--- src/rtl/uart_pkg.sv ---
// uart_pkg: shared transmitter state encoding and default framing constants
package uart_pkg;
    typedef enum logic [1:0] {IDLE, START, DATA, STOP} txState_t;
    localparam int DEF_TICKS_PER_BIT = 8;
    localparam int DEF_STOP_BITS = 1;
endpackage

--- src/rtl/uart_bit_timer.sv ---
// uart_bit_timer: counts enable ticks within one serial bit and flags the last tick
module uart_bit_timer #(
    parameter int TICKS_PER_BIT = 8
) (
    input  logic iClk,
    input  logic iRst,
    input  logic iClear,
    input  logic iEnable,
    output logic oTerminal
);
    localparam int W = $clog2(TICKS_PER_BIT);
    logic [W-1:0] tickCnt;
    always_comb oTerminal = iEnable && (tickCnt == W'(TICKS_PER_BIT - 1));
    always_ff @(posedge iClk) begin
        if (iRst || iClear) tickCnt <= '0;
        else if (iEnable) tickCnt <= oTerminal ? '0 : tickCnt + W'(1);
    end
endmodule

--- src/rtl/uart_tx_tick.sv ---
// uart_tx_tick: 8N1/8N2 UART transmitter paced by an external tick enable
module uart_tx_tick
    import uart_pkg::*;
#(
    parameter int TICKS_PER_BIT = DEF_TICKS_PER_BIT,
    parameter int STOP_BITS = DEF_STOP_BITS
) (
    input  logic       iClk,
    input  logic       iRst,
    input  logic       iEnable,
    input  logic       iValid,
    input  logic [7:0] iData,
    output logic       oReady,
    output logic       oTxd,
    output logic       oBusy,
    output logic       oDone
);
    txState_t state;
    logic [7:0] shiftReg;
    logic [2:0] bitIdx;
    logic bitEnd;
    // Holding the timer clear while idle also drops a tick coincident with accept
    uart_bit_timer #(.TICKS_PER_BIT(TICKS_PER_BIT)) timer (
        .iClk(iClk),
        .iRst(iRst),
        .iClear(state == IDLE),
        .iEnable(iEnable),
        .oTerminal(bitEnd)
    );
    always_ff @(posedge iClk) begin
        if (iRst) begin
            state <= IDLE;
            shiftReg <= '0;
            bitIdx <= '0;
            oTxd <= 1'b1;
            oReady <= 1'b1;
            oBusy <= 1'b0;
            oDone <= 1'b0;
        end else begin
            oDone <= 1'b0;
            case (state)
                IDLE: if (iValid) begin
                    state <= START;
                    shiftReg <= iData;
                    bitIdx <= '0;
                    oTxd <= 1'b0;
                    oReady <= 1'b0;
                    oBusy <= 1'b1;
                end
                START: if (bitEnd) begin
                    state <= DATA;
                    oTxd <= shiftReg[0];
                end
                DATA: if (bitEnd) begin
                    shiftReg <= shiftReg >> 1;
                    if (bitIdx == 3'd7) begin
                        state <= STOP;
                        oTxd <= 1'b1;
                        bitIdx <= '0;
                    end else begin
                        bitIdx <= bitIdx + 3'd1;
                        oTxd <= shiftReg[1];
                    end
                end
                STOP: if (bitEnd) begin
                    if (bitIdx == 3'(STOP_BITS - 1)) begin
                        state <= IDLE;
                        bitIdx <= '0;
                        oReady <= 1'b1;
                        oBusy <= 1'b0;
                        oDone <= 1'b1;
                    end else begin
                        bitIdx <= bitIdx + 3'd1;
                    end
                end
                default: state <= IDLE;
            endcase
        end
    end
endmodule

--- config.mk ---
export PLATFORM = sky130hd
export DESIGN_NAME = uart_tx_tick
export DESIGN_NICKNAME = d
export VERILOG_FILES = /design/src/rtl/uart_pkg.sv /design/src/rtl/uart_bit_timer.sv /design/src/rtl/uart_tx_tick.sv
export SDC_FILE = /design/constraint.sdc
export NUM_CORES = 1
export LEC_CHECK = 0
export CORE_MARGIN = 4
export CORE_UTILIZATION = 50
export DETAILED_ROUTE_END_ITERATION = 6
export PLACE_DENSITY_LB_ADDON = 0.3
export SLEW_MARGIN = 20
export SYNTH_ARGS = -nofsm -noshare
export SYNTH_HDL_FRONTEND = slang
export SYNTH_SLANG_ARGS = --single-unit
--- constraint.sdc ---
create_clock -name iClk -period 4.9 [get_ports iClk]
set_clock_uncertainty 0.05 [all_clocks]
set_input_delay 0.735 -clock iClk [delete_from_list [all_inputs] [get_ports iClk]]
set_output_delay 0.735 -clock iClk [all_outputs]
set_load 0.005 [all_outputs]
==> Word level (Yosys, flattened, before mapping) <==
Index checks and enable logic that the tools add are counted.
{ "word_totals": {"ff_bits": 20, "inputBits": 12, "out_inout_bits": 4, "wordCells": 67} }
{ "op_classes": {"add_sub_neg": 2, "n_eq_ne": 11, "n_mux": 30, "n_bitwise": 2, "n_reduce_logical": 14} }
{ "ops": {"columns": ["op", "count"], "rows": [
  ["$mux W3", 6],
  ["$mux W8", 2],
  ["$pmux W8 S2", 1],
  ["$mux W2", 6],
  ["$reduce_and A4 Y1", 3],
  ["$mux W1", 10],
  ["$pmux W3 S3", 1],
  ["$pmux W2 S4", 1],
  ["$add A3 B1 Y3 const B", 2],
  ["$eq A3 B3 Y1 const B", 2],
  ["$ne A2 B1 Y1 const B", 3],
  ["$ne A2 B2 Y1 const B", 3],
  ["$reduce_and A6 Y1", 1],
  ["$reduce_bool A3 Y1", 2],
  ["$eq A2 B2 Y1 const B", 2],
  ["$pmux W1 S2", 2],
  ["$reduce_bool A2 Y1", 2],
  ["$logic_not A3 Y1", 1],
  ["$pmux W1 S3", 1],
  ["$reduce_and A3 Y1", 1],
  ["$reduce_or A3 Y1", 1],
  ["$eq A2 B1 Y1 const B", 1],
  ["$logic_not A2 Y1", 1],
  ["$not A1 Y1", 2],
  ["2 further kinds", 2]
]} }

==> Longest topological paths before layout <==
Gate-level depths: netlist of the first run.
{ "logic_depth": {"ltp_word": 4, "depth_mapped": 8, "mapped_depth_nobuf": 6} }

==> Modules after synthesis <==
A second synthesis of the first run with hierarchy kept.
{ "unflattened": {"hier_cells": 117, "area_unflattened_um2": 1099.8} }
{ "modules_own_cells": {"columns": ["mod", "instances", "cells_per_inst", "area_each_um2", "seq_area_each_um2"], "rows": [
  ["uart_tx_tick", 1, 103, 944.7, 340.3],
  ["uart_bit_timer", 1, 14, 155.1, 60.1]
]} }

==> Worst setup path after synthesis of the first run <==
No wires, ideal clock.
{ "synth_path": {"path_type": "register to register", "startpoint": "register state[0]", "endpoint": "register state[0]", "setup_time_ps": 121, "arrival_ps": 1674, "required_ps": 4729, "setup_slack_ps": 3056, "stages_incl_launch_ff": 7, "n_path_buf": 1, "period_less_slack_ps": 1844, "path_cell_list": "dfxtp_1 -> inv_1 -> ha_1 -> buf_2 -> o31a_2 -> nor3_1 -> mux2_2"} }
{ "synth_via": {"elab_chain_len": 3, "elab_cells_between_ends": 12, "cone_classes": "eq/ne (9); mux (1); reduce/logical (2)"} }
{ "synth_rtl": {"columns": ["item", "line", "text"], "rows": [
  ["from (decl)", "uart_tx_tick.sv:18", "txState_t state;"],
  ["from (signal assigned)", "uart_tx_tick.sv:32", "state <= IDLE;"],
  ["from (signal assigned)", "uart_tx_tick.sv:43", "state <= START;"],
  ["from (signal assigned)", "uart_tx_tick.sv:51", "state <= DATA;"],
  ["$eq A2 B2 Y1 (tied with other cells)", "uart_tx_tick.sv:41", "case (state)"],
  ["$ne A2 B2 Y1 (no source line) / $ne A2 B1 Y1 (equally long branches)", null, null],
  ["$reduce_and A6 Y1 (no source line)", null, null]
]} }
Several ways; a longest one is shown, not always the timed one.
A chain may end at the register's enable or synchronous reset.

==> Worst setup path after layout of the first run <==
{ "layout_path": {"startpoint": "register state[0]", "endpoint": "register shiftReg[7]"} }
{ "layout_via": {"elab_chain_len": 3, "elab_cells_between_ends": 7, "cone_classes": "eq/ne (3); mux (1); reduce/logical (3)"} }
{ "layout_rtl": {"columns": ["item", "line", "text"], "rows": [
  ["$eq A2 B2 Y1 / $logic_not A2 Y1 (equally long branches)", "uart_tx_tick.sv:41", null],
  ["$ne A2 B1 Y1 (no source line) (tied with other cells)", null, null],
  ["$reduce_and A3 Y1 (no source line)", null, null],
  ["to (signal assigned)", "uart_tx_tick.sv:44", "shiftReg <= iData;"],
  ["to (signal assigned)", "uart_tx_tick.sv:55", "shiftReg <= shiftReg >> 1;"],
  ["to (decl)", "uart_tx_tick.sv:19", "logic [7:0] shiftReg;"]
]} }
Several ways; a longest one is shown, not always the timed one.

==> flow_summary.json, run 1 <==
{
  "status": "finished clean",
  "cts.root.buffer_cell": "clkbuf_4",
  "syn2layout_area_growth_pct": 17.8,
  "fin_nets": 156,
  "clkPwrFrac_pct": 14.3,
  "utilization_pct": 63.2,
  "worstPathArrival_ns": 2.52,
  "multi_input_area_sq_um": 616,
  "grt_pass1_vias": 792,
  "leakage_nw": 0.505,
  "antenna_found_initial": 0,
  "worstMarginPinSlew_ns": 0.832,
  "coreArea_sq_um": 2000,
  "rows": 16,
  "synthTopCellsByArea": "dfxtp_1, ha_1, mux2i_1, nor2_1, a211oi_2",
  "cts_buffers": 3,
  "finalSetupViolCount": 0,
  "drtIter0Drc": 17,
  "io_buffers": 15,
  "hold_violations": 0,
  "syn_area_sq_um": 1070,
  "final_common_cell": "dfxtp_1",
  "min_path_type": "flip-flop to flip-flop",
  "fillers": 181,
  "ant_nets": 0,
  "power_frac_comb_pct": 49.6,
  "dieHeight_um": 54.4,
  "start_util_pct": 53.7,
  "finalCriticalPeriod_ns": 2.40,
  "synth_top_cell_area_share_pct": 37.3,
  "chipWidth_um": 54.4,
  "whs_path_depth": 2,
  "grt.overflow.total": 0,
  "cell_internal_pwr_mw": 0.403,
  "grt.total_usage_pct": 15.6,
  "synth_top_cell_by_area": "dfxtp_1",
  "seqPwrFrac_pct": 36.1,
  "relSlewSlack_pct": 44.3,
  "die_area_sq_um": 2960,
  "gp_congestion": 0.826,
  "max_freq_ghz": 0.417,
  "yosysSeqAreaShare_pct": 37.3,
  "dr.pass1.iters": 4,
  "power.net_switching_mw": 0.251,
  "synth_xor_area_share_pct": 0,
  "cap_violations": 0,
  "synth_cell_types": 28,
  "ff_latch_area_sq_um": 400,
  "cts-resized-gates": 0,
  "ff2ff_path_depth": 6,
  "synthCells": 119,
  "avgSynthCellArea_sq_um": 9.03,
  "wl_per_cell_um": 11.8,
  "p_sw_share_pct": 38.4,
  "worstPathRequired_ns": 5.02,
  "post-dp-hpwl_um": 1480,
  "cp-end-kind": "flip-flop",
  "clockBufferDepth": 2,
  "grt_first_pass_wirelength_um": 3340,
  "slew_violations": 0,
  "muxShareOfSynthArea_pct": 11.3,
  "n_antenna_cell": 0,
  "crit_type": "flip-flop to flip-flop",
  "cellPowerDensity_nw_per_um2": 516,
  "cts-hold-fix-buffers": 0,
  "mappedNetlistNets": 141,
  "synth_top_family_by_area": "simple AND/OR/NAND/NOR gates",
  "critPathLaunchType": "flip-flop",
  "synth_compound_area_share_pct": 16.2,
  "htreeDepth": 1,
  "drt-vias-per-instance": 5.15,
  "clk_pin_slew_ns": 0.11,
  "clock_latency_ns": 0.30,
  "layout_common_cells": "dfxtp_1, nor2_1, clkdlybuf4s50_1, mux2i_1",
  "ys_ff_latch": 20,
  "cts_tree": "built",
  "drive_above_1_share_pct": 9.02,
  "crit_fanout": 16,
  "grt_setup_unrepaired": "no",
  "drc_errors": 0,
  "period_share_pct": 49.0,
  "clock_sink_count": 20,
  "reg2reg_setup_slack_ns": 2.50,
  "postCtsSetupBuffers": 0,
  "synthSimpleGateAreaFrac_pct": 18.2,
  "wirelength_um": 1880,
  "tns_ns": 0,
  "grt_max_degree": 23,
  "synth-adder-area-share_pct": 11.6,
  "ios": 16,
  "vias": 824,
  "ys_warn_count": 0,
  "peakVddDrop_mv": 0.276
}
-- routing by layer --
layer | vias up | part of all wire [%] | global-route usage, %
met5 | - | 0 | 0
met4 | 0 | 2.0 | 8.71
met3 | 5 | 3.1 | 2.45
met2 | 12 | 48 | 25.9
met1 | 367 | 46 | 19.0
li1 | 440 | - | -
-- critical path, cell delays in order, from the launching register on --
cell and delay [ns]:
dfxtp_1 0.36, inv_1 0.11, ha_1 0.64, nor2_1 0.21, a211oi_4 0.59, mux2i_1 0.27, nor2_1 0.05
-- state kept, by name (all words and copies together) (netlist names) --
| name | count |
|---|---|
| shiftReg | 8 |
| oTxd | 1 |
| state | 2 |
| oBusy | 1 |
| oReady | 1 |
| oDone | 1 |
| timer.tickCnt | 3 |
| bitIdx | 3 |
-- per-stage QoR --
step	std cells	worst slack (ns)	area (sq um)	hold slack, ns	power [mW]
finish	160	2.50	1270	0.418	0.654
global route	160	2.28	1270	0.455	0.713
CTS	160	2.48	1270	0.426	0.661
detailed placement	156	2.30	1230	0.411	0.565
global placement	156	2.34	1230	0.390	0.555
floorplan	119	3.06	1070	0.403	0.505
-- worst paths after layout --
path / start / end
setup / recovery: state[0] / shiftReg[7]
hold / removal: oBusy / oBusy
setup reg to reg: state[0] / shiftReg[7]
hold reg to reg: oBusy / oBusy
-- power groups by stage --
stage / logic [mW] / registers, mW / clock network (mW)
floorplan: 0.270 / 0.235 / 0
global placement: 0.318 / 0.237 / 0
detailed placement: 0.325 / 0.240 / 0
CTS: 0.326 / 0.236 / 0.0983
global route: 0.368 / 0.242 / 0.103
finish: 0.324 / 0.236 / 0.0933
-- synthesized netlist by cell type, drive strengths merged --
| master | count |
|---|---|
| a21oi | 6 |
| o31ai | 1 |
| mux2 | 1 |
| o21ai | 3 |
| nor3 | 7 |
| nand4 | 1 |
| nor2 | 15 |
| a211oi | 8 |
| mux2i | 11 |
| dfxtp | 20 |
| or3 | 1 |
| nand2 | 11 |
| a2bb2oi | 2 |
| nor2b | 2 |
| o31a | 1 |
| nand2b | 1 |
| and2b | 1 |
| or4b | 1 |
| nand3 | 2 |
| inv | 8 |
| buf | 5 |
| ha | 10 |
| o22ai | 1 |
-- logic make-up after synthesis --
kind of cell               Yosys count
AOI/OAI and AO/OA                   22
muxes                               12
and+or+nand+nor                     42
adders and majority gates           10
DFF                                 20
buffers and inverters               13
-- layout make-up --
type | count | share of cell area, %
Timing Repair Buffer | 15 | 11.9
Multi-Input combinational cell | 86 | 48.6
Clock buffer | 4 | 2.87
Tap cell | 27 | 2.67
Sequential cell | 20 | 31.6
Inverter | 8 | 2.37
Power figures use the tool's default switching activity.
==> inputs of run 2 (changes only) <==
==> constraint.sdc (replaced) <==
create_clock -name iClk -period 2.26 [get_ports iClk]
set_clock_uncertainty 0.05 [all_clocks]
set_input_delay 0.339 -clock iClk [delete_from_list [all_inputs] [get_ports iClk]]
set_output_delay 0.339 -clock iClk [all_outputs]
set_load 0.005 [all_outputs]
==> flow_summary.json, run 2 (synthesis results as in run 1) <==
{
  "status": "finished clean",
  "clk_pin_slew_ns": 0.11,
  "antenna_found_initial": 0,
  "crit_type": "flip-flop to flip-flop",
  "grt.total_usage_pct": 16.4,
  "layout_common_cells": "dfxtp_1, nor2_1, clkdlybuf4s50_1, mux2i_1",
  "ios": 16,
  "final_common_cell": "dfxtp_1",
  "worstPathRequired_ns": 2.40,
  "slew_violations": 0,
  "io_buffers": 15,
  "grt.overflow.total": 0,
  "cell_internal_pwr_mw": 0.995,
  "fin_cells": 165,
  "critPathLaunchType": "flip-flop",
  "power.net_switching_mw": 0.560,
  "largest_reg_flops": 8,
  "finalCriticalPeriod_ns": 1.97,
  "cts-resized-gates": 0,
  "clock_sink_count": 20,
  "gp_congestion": 0.845,
  "grt_setup_unrepaired": "no",
  "top_register": "shiftReg",
  "hold_violations": 0,
  "cellPowerDensity_nw_per_um2": 1180,
  "min_path_type": "flip-flop to flip-flop",
  "tns_ns": 0,
  "n_antenna_cell": 0,
  "cts.root.buffer_cell": "clkbuf_4",
  "wirelength_um": 1990,
  "clockBufferDepth": 2,
  "post-dp-hpwl_um": 1560,
  "period_share_pct": 87.0,
  "max_freq_ghz": 0.508,
  "whs_path_depth": 2,
  "cap_violations": 0,
  "placed_cell_area_sq_um": 1270,
  "power_frac_comb_pct": 48.6,
  "slowest_delay_ns": 0.42,
  "drc_errors": 0,
  "chipWidth_um": 54.4,
  "fin_area_sq_um": 1320,
  "vias": 860,
  "rows": 16,
  "worstMarginPinSlew_ns": 0.437,
  "grt_first_pass_wirelength_um": 3550,
  "cts_tree": "built",
  "crit_fanout": 7,
  "ff_latch_area_sq_um": 400,
  "leakage_nw": 0.536,
  "syn2layout_area_growth_pct": 22.8,
  "fillers": 179,
  "reg.largest.list": "shiftReg x8, bitIdx x3, timer.tickCnt x3",
  "multi_input_area_sq_um": 616,
  "dp_cells": 161,
  "coreArea_sq_um": 2000,
  "grt_max_degree": 16,
  "clock_latency_ns": 0.29,
  "htreeDepth": 1,
  "cp-end-kind": "flip-flop",
  "die_area_sq_um": 2960,
  "drive_above_1_share_pct": 12.3,
  "dr.pass1.iters": 4,
  "seqPwrFrac_pct": 33.0,
  "fin_nets": 161,
  "cp_cell_sequence": "inv_1 > ha_1 > o31a_2 > nor3_1 > mux2_2",
  "postCtsSetupBuffers": 0,
  "relSlewSlack_pct": 70.8,
  "cts_buffers": 3,
  "cpLargestDelayFamily": "flip-flops",
  "holdWs_ns": 0.427,
  "peakVddDrop_mv": 0.724,
  "drtIter0Drc": 17,
  "ff2ff_path_depth": 5,
  "p_sw_share_pct": 36.0,
  "critical_path_buf_inv_count": 1,
  "start_util_pct": 53.7,
  "dieHeight_um": 54.4,
  "drt-vias-per-instance": 5.21,
  "cts-hold-fix-buffers": 0,
  "ant_nets": 0,
  "wl_per_cell_um": 12.1,
  "cp.depth": 5,
  "grt_pass1_vias": 806,
  "slowest_stage": "dfxtp_1",
  "finalSetupViolCount": 0,
  "worstPathArrival_ns": 2.11,
  "clkPwrFrac_pct": 18.3
}
## run 2: worst paths after layout
kind                            endpoint      from  slack [ns]
worst max-delay path            state[0]  state[0]        0.29
worst min-delay path               oBusy     oBusy        0.43
worst max register to register  state[0]  state[0]        0.29
worst min register to register     oBusy     oBusy        0.43
## run 2: metrics by stage
stage                     worst slack (ns)  utilization [%]  power (mW)
after floorplan                      0.416                -        1.10
after global placement               0.332             63.3        1.25
after detailed placement             0.314             63.3        1.28
after CTS                            0.292             65.9        1.57
after global routing                 0.167             65.9        1.67
final                                0.293             65.9        1.55
## run 2: cell type report
cell class                      count  area share [%]
Sequential cell                    20            30.3
Inverter                            8            2.27
Timing Repair Buffer               20            14.2
Clock buffer                        3            1.71
Multi-Input combinational cell     86            46.6
Tap cell                           27            2.56
Clock inverter                      1            2.27
## run 2: worst register-to-register path: cells and delay by family, from the launching register on
| family | cells | cell delay [ns] |
|---|---|---|
| compound gates | 1 | 0.35 |
| mux | 1 | 0.38 |
| buf+inv | 1 | 0.10 |
| fa+ha+maj | 1 | 0.31 |
| flops | 1 | 0.42 |
| simple gates | 1 | 0.26 |
## run 2: per-layer routing
metal  wire length (um)  track usage (%)
met2                935             27.3
met5                  0                0
met1                978             21.2
met4                 13             6.22
met3                 63             2.45
## run 2: power by group through the flow
stage	combinational [mW]	clock, mW	sequential, mW
6_report	0.756	0.285	0.514
5_1_grt	0.842	0.305	0.526
4_1_cts	0.762	0.294	0.514
3_5_place_dp	0.757	0	0.522
2_1_floorplan	0.586	0	0.509
3_3_place_gp	0.739	0	0.514
